==> config.mk <==
export PLATFORM = sky130hd
export DESIGN_NAME = sisc_ifetch
export DESIGN_NICKNAME = d
export VERILOG_FILES = /design/src/rtl/sisc_pkg.sv /design/src/rtl/sisc_ifetch_fifo.sv /design/src/rtl/sisc_ifetch.sv
export SDC_FILE = /design/constraint.sdc
export NUM_CORES = 1
export LEC_CHECK = 0
export BUFFER_PORTS_ARGS = -buffer_cell sky130_fd_sc_hd__buf_2
export CAP_MARGIN = 20
export CELL_PAD_IN_SITES_DETAIL_PLACEMENT = 0
export CELL_PAD_IN_SITES_GLOBAL_PLACEMENT = 2
export CORE_MARGIN = 2
export CORE_UTILIZATION = 32
export CTS_CLUSTER_SIZE = 10
export DETAILED_ROUTE_END_ITERATION = 16
export HOLD_SLACK_MARGIN = 0.15
export PLACE_DENSITY = 0.85
export SKIP_CTS_REPAIR_TIMING = 1
export SLEW_MARGIN = 30
export SYNTH_ARGS = -nofsm -noshare
export SYNTH_HDL_FRONTEND = slang
export SYNTH_SLANG_ARGS = --single-unit
==> constraint.sdc <==
create_clock -name clk -period 2.4 [get_ports clk]
set_input_delay 0.12 -clock clk [delete_from_list [all_inputs] [get_ports clk]]
set_output_delay 0.12 -clock clk [all_outputs]
set_load 0.005 [all_outputs]
==> src/rtl/sisc_pkg.sv <==
// Shared SISC definitions: default address width, HLT opcode, fetch FSM states.
package sisc_pkg;

  localparam int unsigned SISC_ADDR_W  = 16;
  localparam int unsigned SISC_INSTR_W = 32;
  localparam logic [3:0]  OP_HLT       = 4'hF;

  typedef enum logic [1:0] {
    ST_RUN  = 2'd0,
    ST_WAIT = 2'd1,
    ST_DROP = 2'd2,
    ST_HALT = 2'd3
  } fetch_state_e;

  // True when the word carries the HLT opcode in its top nibble.
  function automatic logic is_hlt(input logic [SISC_INSTR_W-1:0] word);
    return word[31:28] == OP_HLT;
  endfunction

endpackage

==> src/rtl/sisc_ifetch_fifo.sv <==
// Prefetch queue: small synchronous FIFO with flush, registered count/flags.
module sisc_ifetch_fifo #(
  parameter int unsigned     WIDTH     = 48,
  parameter int unsigned     DEPTH     = 2,
  parameter logic [WIDTH-1:0] RESET_VAL = '0
) (
  input  logic                         clk,
  input  logic                         rst_f,
  input  logic                         push,
  input  logic                         pop,
  input  logic                         flush,
  input  logic [WIDTH-1:0]             wdata,
  output logic [WIDTH-1:0]             rdata,
  output logic [$clog2(DEPTH+1)-1:0]   count,
  output logic                         full,
  output logic                         empty
);

  localparam int unsigned PTR_W = (DEPTH > 1) ? $clog2(DEPTH) : 1;
  localparam int unsigned CNT_W = $clog2(DEPTH + 1);

  logic [WIDTH-1:0] mem_q [DEPTH];
  logic [WIDTH-1:0] mem_d [DEPTH];
  logic [PTR_W-1:0] wr_ptr_q, wr_ptr_d;
  logic [PTR_W-1:0] rd_ptr_q, rd_ptr_d;
  logic [CNT_W-1:0] count_q, count_d;
  logic             full_q, full_d;
  logic             empty_q, empty_d;
  logic             push_en;
  logic             pop_en;

  function automatic logic [PTR_W-1:0] ptr_inc(input logic [PTR_W-1:0] p);
    return (p == PTR_W'(DEPTH - 1)) ? '0 : p + PTR_W'(1);
  endfunction

  // Next-state for storage, pointers and occupancy; flush discards everything.
  always_comb begin
    mem_d    = mem_q;
    wr_ptr_d = wr_ptr_q;
    rd_ptr_d = rd_ptr_q;
    count_d  = count_q;
    pop_en   = pop & ~empty_q;
    push_en  = push & (~full_q | pop_en);
    if (flush) begin
      wr_ptr_d = '0;
      rd_ptr_d = '0;
      count_d  = '0;
    end else begin
      if (push_en) begin
        mem_d[wr_ptr_q] = wdata;
        wr_ptr_d        = ptr_inc(wr_ptr_q);
      end
      if (pop_en) begin
        rd_ptr_d = ptr_inc(rd_ptr_q);
      end
      count_d = count_q + CNT_W'(push_en) - CNT_W'(pop_en);
    end
    empty_d = (count_d == '0);
    full_d  = (count_d == CNT_W'(DEPTH));
  end

  // State registers with synchronous reset.
  always_ff @(posedge clk) begin
    if (rst_f) begin
      mem_q    <= '{default: RESET_VAL};
      wr_ptr_q <= '0;
      rd_ptr_q <= '0;
      count_q  <= '0;
      full_q   <= 1'b0;
      empty_q  <= 1'b1;
    end else begin
      mem_q    <= mem_d;
      wr_ptr_q <= wr_ptr_d;
      rd_ptr_q <= rd_ptr_d;
      count_q  <= count_d;
      full_q   <= full_d;
      empty_q  <= empty_d;
    end
  end

  assign rdata = mem_q[rd_ptr_q];
  assign count = count_q;
  assign full  = full_q;
  assign empty = empty_q;

endmodule

==> src/rtl/sisc_ifetch.sv <==
// SISC instruction fetch: PC, single-outstanding memory handshake, prefetch
// queue and branch redirect. Optional HLT detection via SISC_IFETCH_HALT_DETECT_EN.
module sisc_ifetch
  import sisc_pkg::*;
#(
  parameter int unsigned ADDR_W     = SISC_ADDR_W,
  parameter int unsigned FIFO_DEPTH = 2,
  parameter int unsigned RESET_PC   = 0
) (
  input  logic              clk,
  input  logic              rst_f,
  output logic              imem_req,
  output logic [ADDR_W-1:0] imem_addr,
  input  logic              imem_ack,
  input  logic [31:0]       imem_rdata,
  output logic [31:0]       instruction,
  output logic [ADDR_W-1:0] instr_pc,
  output logic              instr_valid,
  input  logic              instr_ready,
  input  logic              br_taken,
  input  logic [ADDR_W-1:0] br_target,
  output logic              halted
);

  localparam int unsigned ENTRY_W = ADDR_W + SISC_INSTR_W;
  localparam int unsigned CNT_W   = $clog2(FIFO_DEPTH + 1);
  localparam logic [ADDR_W-1:0]  PC_RST    = ADDR_W'(RESET_PC);
  localparam logic [ENTRY_W-1:0] ENTRY_RST = {PC_RST, 32'h0};

  fetch_state_e      state_q, state_d;
  logic [ADDR_W-1:0] pc_q, pc_d;
  logic [ADDR_W-1:0] addr_q, addr_d;
  logic              req_q, req_d;
`ifdef SISC_IFETCH_HALT_DETECT_EN
  logic              halted_q, halted_d;
`endif

  logic              ack_v;
  logic              push;
  logic              pop;
  logic              flush;
  logic [CNT_W-1:0]  count_nxt;
  logic [CNT_W-1:0]  fifo_count;
  logic              fifo_full;
  logic              fifo_empty;
  logic [ENTRY_W-1:0] fifo_rdata;

  assign ack_v = imem_ack & req_q;

  sisc_ifetch_fifo #(
    .WIDTH     (ENTRY_W),
    .DEPTH     (FIFO_DEPTH),
    .RESET_VAL (ENTRY_RST)
  ) u_fifo (
    .clk   (clk),
    .rst_f (rst_f),
    .push  (push),
    .pop   (pop),
    .flush (flush),
    .wdata ({pc_q, imem_rdata}),
    .rdata (fifo_rdata),
    .count (fifo_count),
    .full  (fifo_full),
    .empty (fifo_empty)
  );

  // Fetch FSM: ack handling, redirect, then request issue for the next cycle.
  always_comb begin
    state_d = state_q;
    pc_d    = pc_q;
    addr_d  = addr_q;
    req_d   = req_q;
    push    = 1'b0;
    flush   = 1'b0;
    pop     = instr_valid & instr_ready;
`ifdef SISC_IFETCH_HALT_DETECT_EN
    halted_d = halted_q;
`endif

    case (state_q)
      ST_WAIT: begin
        if (ack_v && !br_taken) begin
          push    = ~fifo_full | pop;
          pc_d    = pc_q + ADDR_W'(1);
          state_d = ST_RUN;
`ifdef SISC_IFETCH_HALT_DETECT_EN
          if (is_hlt(imem_rdata)) state_d = ST_HALT;
`endif
        end
      end
      ST_DROP: begin
        if (ack_v) state_d = ST_RUN;
      end
`ifdef SISC_IFETCH_HALT_DETECT_EN
      ST_HALT: begin
        if (pop && is_hlt(instruction)) halted_d = 1'b1;
      end
`endif
      default: ;
    endcase

    // Redirect: drop queued words; an unacked request must be drained first.
    if (br_taken) begin
      flush = 1'b1;
      pc_d  = br_target;
      if ((state_q == ST_WAIT || state_q == ST_DROP) && !ack_v) begin
        state_d = ST_DROP;
      end else begin
        state_d = ST_RUN;
      end
`ifdef SISC_IFETCH_HALT_DETECT_EN
      halted_d = 1'b0;
`endif
    end

    count_nxt = flush ? '0 : fifo_count + CNT_W'(push) - CNT_W'(pop);
    if (state_d == ST_RUN && count_nxt < CNT_W'(FIFO_DEPTH)) begin
      state_d = ST_WAIT;
      addr_d  = pc_d;
    end
    req_d = (state_d == ST_WAIT) || (state_d == ST_DROP);
  end

  // FSM and output registers; reset restarts fetch at RESET_PC with no request.
  always_ff @(posedge clk) begin
    if (rst_f) begin
      state_q  <= ST_RUN;
      pc_q     <= PC_RST;
      addr_q   <= PC_RST;
      req_q    <= 1'b0;
`ifdef SISC_IFETCH_HALT_DETECT_EN
      halted_q <= 1'b0;
`endif
    end else begin
      state_q  <= state_d;
      pc_q     <= pc_d;
      addr_q   <= addr_d;
      req_q    <= req_d;
`ifdef SISC_IFETCH_HALT_DETECT_EN
      halted_q <= halted_d;
`endif
    end
  end

  assign imem_req    = req_q;
  assign imem_addr   = addr_q;
  assign instr_valid = ~fifo_empty;
  assign instr_pc    = fifo_rdata[ENTRY_W-1:SISC_INSTR_W];
  assign instruction = fifo_rdata[SISC_INSTR_W-1:0];
`ifdef SISC_IFETCH_HALT_DETECT_EN
  assign halted      = halted_q;
`else
  assign halted      = 1'b0;
`endif

endmodule
* Yosys cells after proc, flatten, opt, wreduce, memory -nomap -nowiden *
Cells that the tools add are included.

word-level totals
  word-level logic and storage cells = 72
  register bits = 137
  bits of input ports = 53

operators by class
  eq/ne operators = 5
  bitwise operators = 11
  add/subtract/negate cells = 7
  reduce and logical (&&, ||, !) cells = 12
  order comparisons = 4
  multiplexer cells = 22

operators by type and width
  cell                                                         number
  2-to-1 mux 48 bit                                            4
  bitwise mux 96 bit                                           1
  demux 48 bit (select 1 bit)                                  1
  2-to-1 mux 16 bit                                            3
  adder 16 x 1 -> 16 bit (second input constant)               1
  2-to-1 mux 2 bit                                             7
  == test 2 bit (second input constant)                        3
  2-to-1 mux 1 bit                                             5
  adder 2 x 1 -> 2 bit                                         2
  bitwise AND 1 bit                                            4
  == test 2 x 1 -> 1 bit (second input constant)               2
  >= comparator 2 bit (second input constant)                  2
  logical AND 1 bit                                            4
  zero test 2 bit                                              2
  inverter 1 -> 2 bit                                          2
  case mux 2 bit (2 select lines)                              1
  subtractor 2 x 1 -> 2 bit                                    2
  inverter 1 bit                                               3
  adder 1 bit (second input constant)                          2
  zero test 1 bit                                              2
  logical OR 1 bit                                             2
  less-than comparator 2 x 1 -> 1 bit (second input constant)  1
  less-than comparator 2 bit (second input constant)           1
  OR 1 bit                                                     2
  other kinds (2)                                              2

* Depth between registers and ports, before layout *
Gate-level depths: netlist (run 1).

  depth after elaboration = 13
  depth in mapped cells = 10
  mapped depth without buffers = 8

* Cells and area by module *
From an unflattened synthesis (run 1), not the netlist that was laid out.

second synthesis, totals
  cell total of the unflattened synthesis = 661
  area total of the unflattened synthesis = 6756.5 um^2

by module, submodules not included
  module            cells an instance  times used  area an instance (um^2)
  sisc_ifetch_fifo  446                1           4890.9
  sisc_ifetch       215                1           1865.5

* Worst setup path before layout (run 1) *
No wires, ideal clock.

  path kind = register to register
  start point = reg u_fifo.empty_q, in the netlist u_fifo.empty
  end point = reg addr_q[14], in the netlist imem_addr[14]
  slack = 0.507 ns
  setup time = 0.087 ns
  arrival = 1.806 ns
  period minus slack after synthesis = 1.893 ns
  cell stages (with the launch flop) = 9
  cells stage by stage = dfxtp_1 nand2b_1 inv_1 ha_1 a211oi_2 xor2_1 a21o_2 or2_2 o31ai_1

on the way
  word-level cells in the longest chain between the ends = 10

RTL lines
  item                            line                    RTL
  start: declaration              sisc_ifetch_fifo.sv:28  logic empty_q, empty_d;
  start signal: assignment        sisc_ifetch_fifo.sv:77  empty_q <= empty_d;
  inverter 1 bit (*)              sisc_ifetch.sv:147      assign instr_valid = ~fifo_empty;
  bitwise AND 1 bit (*)           sisc_ifetch.sv:75       pop = instr_valid & instr_ready;
  OR 1 bit                        sisc_ifetch.sv:83       push = ~fifo_full | pop;
  2-to-1 mux 1 bit                sisc_ifetch.sv:82       if (ack_v && !br_taken) begin
  2-to-1 mux 1 bit                sisc_ifetch.sv:80       case (state_q)
  adder 2 x 1 -> 2 bit            sisc_ifetch.sv:116      count_nxt = flush ? '0 : fifo_count + CNT_W'(push) - CNT_W'(pop);
  subtractor 2 x 1 -> 2 bit (*)   sisc_ifetch.sv:116
  2-to-1 mux 2 bit (*)            sisc_ifetch.sv:116
  less-than comparator 2 bit (*)  sisc_ifetch.sv:117      if (state_d == ST_RUN && count_nxt < CNT_W'(FIFO_DEPTH)) begin
  logical AND 1 bit (*)           sisc_ifetch.sv:117
  end signal: assignment          sisc_ifetch.sv:137      addr_q <= addr_d;
  end: declaration                sisc_ifetch.sv:32       logic [ADDR_W-1:0] addr_q, addr_d;

Mark *: on every way between the ends. The rest lies on a longest branch, timed or not.
A chain may end at the register's enable or synchronous reset.

* Worst setup path in the final report (run 1) *
  start point = reg state_q[1]
  end point = reg addr_q[14], in the netlist imem_addr[14]

on the way
  word-level cells in the longest chain between the ends = 7
  elaborated cells between the ends (all ways) = 18

RTL lines
  item                                                           line                                    RTL
  start: declaration                                             sisc_ifetch.sv:30                       fetch_state_e state_q, state_d;
  start signal: assignment                                       sisc_ifetch.sv:135                      state_q <= state_d;
  == test 2 x 1 -> 1 bit or == test 2 bit (tied branches)        sisc_ifetch.sv:80, sisc_ifetch.sv:106
  2-to-1 mux 1 bit or logical OR 1 bit (tied branches)           sisc_ifetch.sv:80, sisc_ifetch.sv:106
  adder 2 x 1 -> 2 bit or logical AND 1 bit (tied branches)      sisc_ifetch.sv:116, sisc_ifetch.sv:106
  subtractor 2 x 1 -> 2 bit or 2-to-1 mux 2 bit (tied branches)  sisc_ifetch.sv:116, sisc_ifetch.sv:106
  2-to-1 mux 2 bit (on tied branches)                            sisc_ifetch.sv:116, sisc_ifetch.sv:103
  less-than comparator 2 bit or zero test 2 bit (tied branches)  sisc_ifetch.sv:117
  logical AND 1 bit                                              sisc_ifetch.sv:117

Several ways; a longest one is shown, not always the timed one.

==> flow_summary.toml, run 1 <==
[run_status]
result_of_the_run = "finished, final reports clean"

[logic_synthesis]
synthesis.nets = 752
postSynth.asyncResetShare = 0
synth_simple_gate_area_frac = 0.2095
post_synth_instance_area_um2 = 5774
postSynthRegisterBits = 137
synth_area_per_cell_um2 = 8.320
synth_xor_xnor_area_share = 0.03034
synth_adder_area_share = 0.01083
netlist-cell-type-count = 42
synth.yosys.seq_area_share = 0.4750
yosys_warnings = 0
synth_instances = 694
main_combinational_cell_family_by_area_after_synthesis = "simple AND/OR/NAND/NOR gates"
synth_enable_flop_cells = 0
synthMuxAreaShare = 0.1112
synth_compound_gate_area_share = 0.1181
ys_dominant_reg_cell = "dfxtp_1"

[timing]
rsz0062_at_grt = "false"
report.final.setup_viol = 0
timing.hold.ws_ns = 0.1416
post-route-period-util = 0.8878
fmax_ghz = 0.4693
maxSlewViolCount = 0
tns_ns = 0
skew_ns = 0.005921
final-hold-violation-count = 0
final_period_minus_worst_setup_slack_ns = 2.131

[clocking]
numCtsBuffers = 17
clockBufferDepth = 2
worst_path_clk_slew_ns = 0.06
clk_latency_ns = 0.42
cts.sinks = 137
cts_tree = "done"
cts_root_buffer = "clkbuf_16"
htree_num_levels = 4

[routing]
drt_pre_antenna_iters = 4
num_vias = 5053
routed_wirelength_um = 15520
antenna_left = 0
detail_route.vias_per_cell = 4.632
wl_per_cell_um = 14.23
drt_drc_violations_left = 0
drt_iter0_drc = 222

[worst_setup_path]
worst_path_max_delay_cell = "or2_2"
worstSetupEndpointType = "register"
cp_data_required_time_ns = 2.73
worstPathArrival_ns = 2.46
start_kind = "register"
path_class = "register to register"
cell_by_cell_listing_of_the_critical_path = "inv_1, ha_1, nand4b_4, a211oi_2, xor2_1, a21o_2, or2_2, o31ai_1"
cpPeakStageDelay_ns = 0.37
crit_fanout = 12

[cells_and_area]
instances_no_fill = 1091
syn_to_final_growth_pct = 34.04
final_net_count = 908
multi_input_comb_area_um2 = 2783
nFillCells = 1832
layout.area.seq_um2 = 2744
antenna_cells_inserted = 0
drive_above_1_share = 0.2657

[floorplanning]
std_cell_rows = 49
fp.coreArea_um2 = 17840
die_y_um = 138.3
initial_utilization = 0.3237
design.portCount = 120
floorplan.die.width_um = 138.3
die_area_um2 = 19140

[grt]
first_global_vias = 4769
grt_pass1_wl_um = 24940
grt_start_max_net_pins = 51
grt_remaining_overflow = 0
globalRouteTotalUtil = 0.1614
grt_antenna_before_repair = 0

[placed_design]
gpl.final_weighted_congestion = 0.7533
buffer_ports.inserted = 118
dp.final_hpwl_um = 10020
post-place-cells = 1011

[run]
timing.max_cap.violations = 0

[worst_hold_path]
hold_crit_class = "input pin to register"

[power]
power.density_nw_per_um2 = 700.4
total_leakage_power_uw = 0.003128
ir_worst_vdd_v = 0.0004845
==> worst paths after layout <==
kind | from | slack, ns | cells after the start | end
setup / recovery | state_q[1] | 0.27 | 8 | imem_addr[14]
hold / removal | rst_f | 0.14 | 2 | pc_q[13]
setup reg to reg | state_q[1] | 0.27 | 8 | imem_addr[14]
hold reg to reg | u_fifo.mem_q[17] | 0.45 | 2 | u_fifo.mem_q[17]
==> report_power, final <==
part | total (µW) | internal [µW] | switching [µW]
registers | 2400 | 2340 | 56.9
logic | 471 | 232 | 239
clock network | 2550 | 1590 | 958
total | 5420 | 4170 | 1250
==> kinds of logic (layout without fill, tap and decap cells) <==
kind of cell | count (synthesis) | in the layout
buffers and inverters | 60 | 228
muxes | 58 | 58
DFF | 137 | 137
adders and majority gates | 5 | 5
xor gates and xnor gates | 20 | 20
AOI/OAI and AO/OA | 130 | 130
and+or+nand+nor | 283 | 283
other | 1 | 1
==> cell type report <==
class	instances	area share
multi-input combinational	497	0.3595
sequential	137	0.3545
timing repair buffer	186	0.1697
clock buffer	22	0.06127
tap	229	0.03702
clock inverter	9	0.01261
inverter	11	0.005335
==> registers in the layout, indices dropped and copies added, names as in the netlist <==
| signal | count |
|---|---|
| u_fifo.mem_q | 96 |
| imem_addr | 16 |
| pc_q | 16 |
| state_q | 2 |
| u_fifo.count | 2 |
| imem_req | 1 |
| u_fifo.empty | 1 |
| u_fifo.full | 1 |
| u_fifo.rd_ptr_q | 1 |
| u_fifo.wr_ptr_q | 1 |
==> cells in the mapped netlist (all sizes together), types with 5 or more instances <==
cell type / count / area share
a21oi: 107 / 0.093
o21ai: 15 / 0.013
nand3b: 7 / 0.0091
xnor2: 15 / 0.023
inv: 11 / 0.0072
nand2: 211 / 0.14
xor2: 5 / 0.0076
buf: 18 / 0.017
nor2b: 6 / 0.0065
ha: 5 / 0.011
mux2: 49 / 0.096
nor4: 6 / 0.0087
nand3: 7 / 0.0061
dfxtp: 137 / 0.47
nor3: 8 / 0.0069
clkbuf: 31 / 0.020
nor2: 26 / 0.017
mux2i: 9 / 0.016
==> metrics by stage <==
stage	total power [µW]	utilization	setup WS, ns	cell area, µm²
final	5421	0.4338	0.2693	7740
after global routing	5658	0.4338	0.1150	7740
after CTS	5432	0.4063	0.2469	7249
after detailed placement	2856	0.3743	0.2681	6678
after global placement	2859	0.3743	0.3502	6678
after floorplan	2683	-	0.5070	5774
==> worst max-delay path, delay by kind of cell (launching register included) <==
family | cells | cell delay, ns
AOI/OAI and AO/OA | 3 | 0.79
xor gates and xnor gates | 1 | 0.12
adders and majority gates | 1 | 0.23
buffers and inverters | 1 | 0.08
DFF | 1 | 0.33
and+or+nand+nor | 2 | 0.50
==> metal layers <==
layer | vias to the layer above | GRT usage | share of wire
met1 | 2304 | 0.2237 | 0.49
met2 | 126 | 0.2470 | 0.45
met5 | - | 0 | 0
met4 | 0 | 0.04672 | 0.010
met3 | 13 | 0.04434 | 0.050
li1 | 2610 | - | -
==> layout by cell type, fill, tap and decap left out, drive strengths merged <==
master,instances
a211oi,1
clkbuf,22
xor2,5
nand4b,1
a2bb2oi,1
a21oi,107
nand3b,7
nand2b,2
buf,137
clkinvlp,1
nand3,7
or2,3
nor2,26
nor2b,6
and4b,1
mux2i,9
nand4,2
bufinv,2
nor3b,1
mux2,49
and2,1
clkinv,6
o21ai,15
nor4,6
conb,1
dfxtp,137
a22o,1
dlygate4sd3,49
xnor2,15
and2b,1
ha,5
nand2,211
inv,11
a21o,1
a31oi,1
nor3,8
o31ai,3
No activity file was read; power rests on OpenSTA's default activity.
==> run 2: changes to the inputs <==
Settings changed: BUFFER_PORTS_ARGS -buffer_cell sky130_fd_sc_hd__buf_2 to -buffer_cell sky130_fd_sc_hd__clkbuf_2.
==> run 2 against run 1 <==
Effect of this change: die area is the same; sequential power is essentially flat; critical path depth grew 1; core utilization grew 0.056 points; largest power group unchanged.
==> flow_summary.toml, run 2 (synthesized netlist as in run 1, its figures left out) <==
[clocking]
clk_latency_ns = 0.42
cts_root_buffer = "clkbuf_16"
numCtsBuffers = 17
clockBufferDepth = 2
htree_num_levels = 4
worst_path_clk_slew_ns = 0.06
cts_tree = "done"
cts.sinks = 137

[cells_and_area]
layout.area.seq_um2 = 2744
leading_cell_types_in_the_layout_fill_and_taps_excluded = "nand2_1 (210), dfxtp_1 (136), clkbuf_2 (117)"
nFillCells = 1831
finish.instance_area_um2 = 7750
syn_to_final_growth_pct = 34.21
drive_above_1_share = 0.2664
largest_register_ff_count = 96
largest-register = "u_fifo.mem_q"
layout_commonest_cell = "nand2_1"
instances_no_fill = 1085
final_net_count = 901
multi_input_comb_area_um2 = 2783
final_core_util = 0.4344
antenna_cells_inserted = 0

[floorplanning]
die_area_um2 = 19140
fp.coreArea_um2 = 17840
floorplan.die.width_um = 138.3
design.portCount = 120
initial_utilization = 0.3237
die_y_um = 138.3
std_cell_rows = 49

[worst_setup_path]
worstSetupEndpointType = "register"
worstPathArrival_ns = 2.45
cp_data_required_time_ns = 2.68
cpPeakStageDelay_ns = 0.35
worst_path_max_delay_cell = "a21o_2"
cell_by_cell_listing_of_the_critical_path = "nand2b_1, inv_1, ha_1, a211oi_2, xor2_1, a21o_2, buf_4, or2_1, a21oi_1"
crit_fanout = 12
worst-r2r-cell-count = 9
start_kind = "register"
path_class = "register to register"

[power]
total_leakage_power_uw = 0.003087
ir_worst_vdd_v = 0.0005137
internal_power_uw = 4370
clkPwrFrac = 0.496
power.switching_uw = 1301
power.density_nw_per_um2 = 731.8
seqPwrFrac = 0.423
power_frac_comb = 0.082
switching_share_of_total_power = 0.2295

[timing]
rsz0062_at_grt = "false"
maxSlewViolCount = 0
final_period_minus_worst_setup_slack_ns = 2.172
report.final.setup_viol = 0
post-route-period-util = 0.9049
tns_ns = 0
worst_slew_pin_slew_ns = 0.6510
skew_ns = 0.01072
tightest_slew_margin_relative_to_the_limit = 0.5660
final-hold-violation-count = 0
setup_ws_ns = 0.2282
fmax_ghz = 0.4604

[grt]
grt_start_max_net_pins = 61
grt_remaining_overflow = 0
grt_antenna_before_repair = 0
globalRouteTotalUtil = 0.1624
first_global_vias = 4739
grt_pass1_wl_um = 24960

[routing]
routed_wirelength_um = 15400
drt_iter0_drc = 195
antenna_left = 0
num_vias = 5055
drt_drc_violations_left = 0
wl_per_cell_um = 14.20
drt_pre_antenna_iters = 4
detail_route.vias_per_cell = 4.659

[run]
timing.max_cap.violations = 0

[placed_design]
post-place-cells = 1007
detailed_place.area_um2 = 6648
buffer_ports.inserted = 118
dp.final_hpwl_um = 9600
preCtsSetupSlack_ns = 0.2042
gpl.final_weighted_congestion = 0.7485

[worst_hold_path]
hold_crit_class = "input pin to register"
hold_depth = 4

[run_status]
result_of_the_run = "finished, final reports clean"
## run 2: changes by cell type in the layout (fill, tap and decap cells not counted), sizes merged
cell         previous run  this run
dlygate4sd3            49        46
buf                   137        16
inv                    11        12
clkbuf                 22       140
bufinv                  2         3
clkinv                  6         4
## run 2: per-layer routing
metal / GRT usage / wire, µm
met5: 0 / 0
met4: 0.04672 / 155
met3: 0.04607 / 684
met2: 0.2514 / 7072
met1: 0.2217 / 7491
## run 2: final timing paths
| check | from | to | slack [ns] |
|---|---|---|---|
| min reg2reg | u_fifo.mem_q[71] | u_fifo.mem_q[71] | 0.45 |
| max reg2reg | u_fifo.empty | imem_addr[10] | 0.23 |
| max | u_fifo.empty | imem_addr[10] | 0.23 |
| min | br_target[6] | pc_q[6] | 0.11 |
## run 2: cell type report
cell class / instances / share of cell area
Sequential cell: 137 / 0.3541
Timing Repair Buffer: 179 / 0.1618
Multi-Input combinational cell: 497 / 0.3591
Clock inverter: 9 / 0.01727
Tap cell: 229 / 0.03697
Clock buffer: 23 / 0.06555
Inverter: 11 / 0.005328
## run 2: power by group through the flow
stage | Sequential, µW | Combinational (µW) | Clock, µW
2_1_floorplan | 2430 | 251 | 0
3_3_place_gp | 2450 | 407 | 0
3_5_place_dp | 2450 | 406 | 0
4_1_cts | 2400 | 408 | 2890
5_1_grt | 2410 | 516 | 3000
6_report | 2400 | 463 | 2810
## run 2: per-stage QoR
step,power [µW],hold WS [ns]
CTS,5693,-0.09064
global placement,2855,0.3609
finish,5671,0.1081
detailed placement,2852,0.3644
global route,5922,0.1542
floorplan,2683,0.2560
## run 2: worst max-delay path: cells and delay by family (launching register included)
| family | cells | cell delay, ns |
|---|---|---|
| compound gates | 3 | 0.57 |
| xor+xnor | 1 | 0.21 |
| fa+ha+maj | 1 | 0.30 |
| buf+inv | 2 | 0.30 |
| flops | 1 | 0.32 |
| simple gates | 2 | 0.32 |
==> run 3: changes to the inputs <==
Settings changed: CORE_UTILIZATION 32 to 36, CTS_BUF_LIST from default to sky130_fd_sc_hd__clkbuf_2, PLACE_DENSITY 0.85 to 0.93, TNS_END_PERCENT from default to 50.
Clock period 2.4 ns to 2.55 ns, I/O delays scaled along.
==> run 3 against run 2 <==
Effect of this change: via count is 2.9% higher; wire length down 1.8%; combinational power decreased by 2%; largest power group is now registers; highest routed layer unchanged.
==> flow_summary.toml, run 3 (synthesized netlist as in run 1, its figures left out) <==
[run_status]
result_of_the_run = "finished, final reports clean"

[cells_and_area]
layout_commonest_cell = "nand2_1"
nFillCells = 1572
leading_cell_types_in_the_layout_fill_and_taps_excluded = "nand2_1 (210), dfxtp_1 (136), clkbuf_2 (135)"
drive_above_1_share = 0.2520
largest-register = "u_fifo.mem_q"
syn_to_final_growth_pct = 29.12
instances_no_fill = 1093
antenna_cells_inserted = 0
largest_register_ff_count = 96
final_net_count = 924

[run]
timing.max_cap.violations = 0

[floorplanning]
die_y_um = 130.6
die_area_um2 = 17070
fp.coreArea_um2 = 15770
design.portCount = 120
std_cell_rows = 46
initial_utilization = 0.3662
floorplan.die.width_um = 130.6

[worst_hold_path]
hold_crit_class = "input pin to register"

[grt]
first_global_vias = 4880
grt_remaining_overflow = 0
grt_start_max_net_pins = 66
grt_antenna_before_repair = 0
grt_pass1_wl_um = 23460
globalRouteTotalUtil = 0.1757

[routing]
drt_iter0_drc = 269
routed_wirelength_um = 15130
wl_per_cell_um = 13.84
detail_route.vias_per_cell = 4.761
drt_drc_violations_left = 0
antenna_left = 0
drt_pre_antenna_iters = 5
num_vias = 5204

[clocking]
numCtsBuffers = 17
worst_path_clk_slew_ns = 0.19
clk_latency_ns = 0.69
cts_tree = "done"
htree_num_levels = 4
clockBufferDepth = 2
cts_root_buffer = "clkbuf_2"
cts.sinks = 137

[placed_design]
post-place-cells = 993
dp.final_hpwl_um = 9803
gpl.final_weighted_congestion = 0.7740
buffer_ports.inserted = 118

[worst_setup_path]
crit_fanout = 5
cp_data_required_time_ns = 3.14
worstSetupEndpointType = "register"
path_class = "register to register"
worstPathArrival_ns = 2.89
start_kind = "register"

[timing]
report.final.setup_viol = 0
tns_ns = 0
rsz0062_at_grt = "false"
post-route-period-util = 0.9010
final-hold-violation-count = 0
worst_slew_pin_slew_ns = 0.6697
tightest_slew_margin_relative_to_the_limit = 0.5535
final_period_minus_worst_setup_slack_ns = 2.298
maxSlewViolCount = 0
fmax_ghz = 0.4352
skew_ns = 0.02199

[power]
design_power_total_uw = 3875
total_leakage_power_uw = 0.002967
ir_worst_vdd_v = 0.0002265
power.density_nw_per_um2 = 519.7
-- run 3: cell types whose count changed in the layout (fill, tap and decap cells not counted), moves of 4 or more --
| cell | previous run | this run |
|---|---|---|
| clkbuf_8 | 6 | 0 |
| buf_12 | 7 | 1 |
| buf_4 | 9 | 14 |
| clkbuf_16 | 17 | 0 |
| dlygate4sd3_1 | 46 | 70 |
| clkinv_1 | 0 | 4 |
| clkbuf_2 | 117 | 135 |
-- run 3: metal layers --
| metal | track usage | vias to the layer above | part of all wire |
|---|---|---|---|
| li1 | - | 2630 | - |
| met1 | 0.2292 | 2425 | 0.47 |
| met2 | 0.2809 | 131 | 0.46 |
| met3 | 0.05049 | 18 | 0.047 |
| met4 | 0.05882 | 0 | 0.014 |
| met5 | 0 | - | 0 |
-- run 3: final timing paths --
path	from	end	slack, ns	cells past startpoint
setup reg to reg	state_q[1]	u_fifo.empty	0.25	9
hold reg to reg	u_fifo.mem_q[53]	u_fifo.mem_q[53]	0.46	2
setup / recovery	state_q[1]	u_fifo.empty	0.25	9
hold / removal	imem_rdata[18]	u_fifo.mem_q[66]	0.20	4
-- run 3: where the power goes --
part           total (µW)  switching (µW)  leakage (µW)  internal, µW
clock                1160             742      0.000125           421
sequential           2260            53.0       0.00111          2210
combinational         454             224       0.00173           229
-- run 3: metrics by stage --
step	util	area (µm²)	hold slack, ns	setup slack, ns
floorplan	-	5774	0.2635	0.6570
global placement	0.4153	6549	0.3625	0.3599
detailed placement	0.4153	6549	0.3707	0.2827
CTS	0.4280	6749	-0.4470	0.2271
global route	0.4728	7456	0.1489	0.005959
finish	0.4728	7456	0.1999	0.2523
-- run 3: worst max-delay path, cell delays in order (launching register included) --
cell           delay, ns
dfxtp_1             0.37
inv_1               0.08
ha_1                0.22
nand4b_4            0.13
a21oi_2             0.24
dlygate4sd3_1       0.64
ha_1                0.18
xnor2_1             0.09
nor3_1              0.20
nor2_1              0.06
-- run 3: layout make-up --
type | instances | area [µm²] | share of cell area
clock inverters | 12 | 110.1 | 0.01477
well taps | 216 | 270.3 | 0.03625
clock buffers | 18 | 90.09 | 0.01208
inverters | 11 | 41.29 | 0.005538
flip-flops and latches | 137 | 2744 | 0.3680
repair buffers | 202 | 1411 | 0.1893
multi-input cells | 497 | 2789 | 0.3741
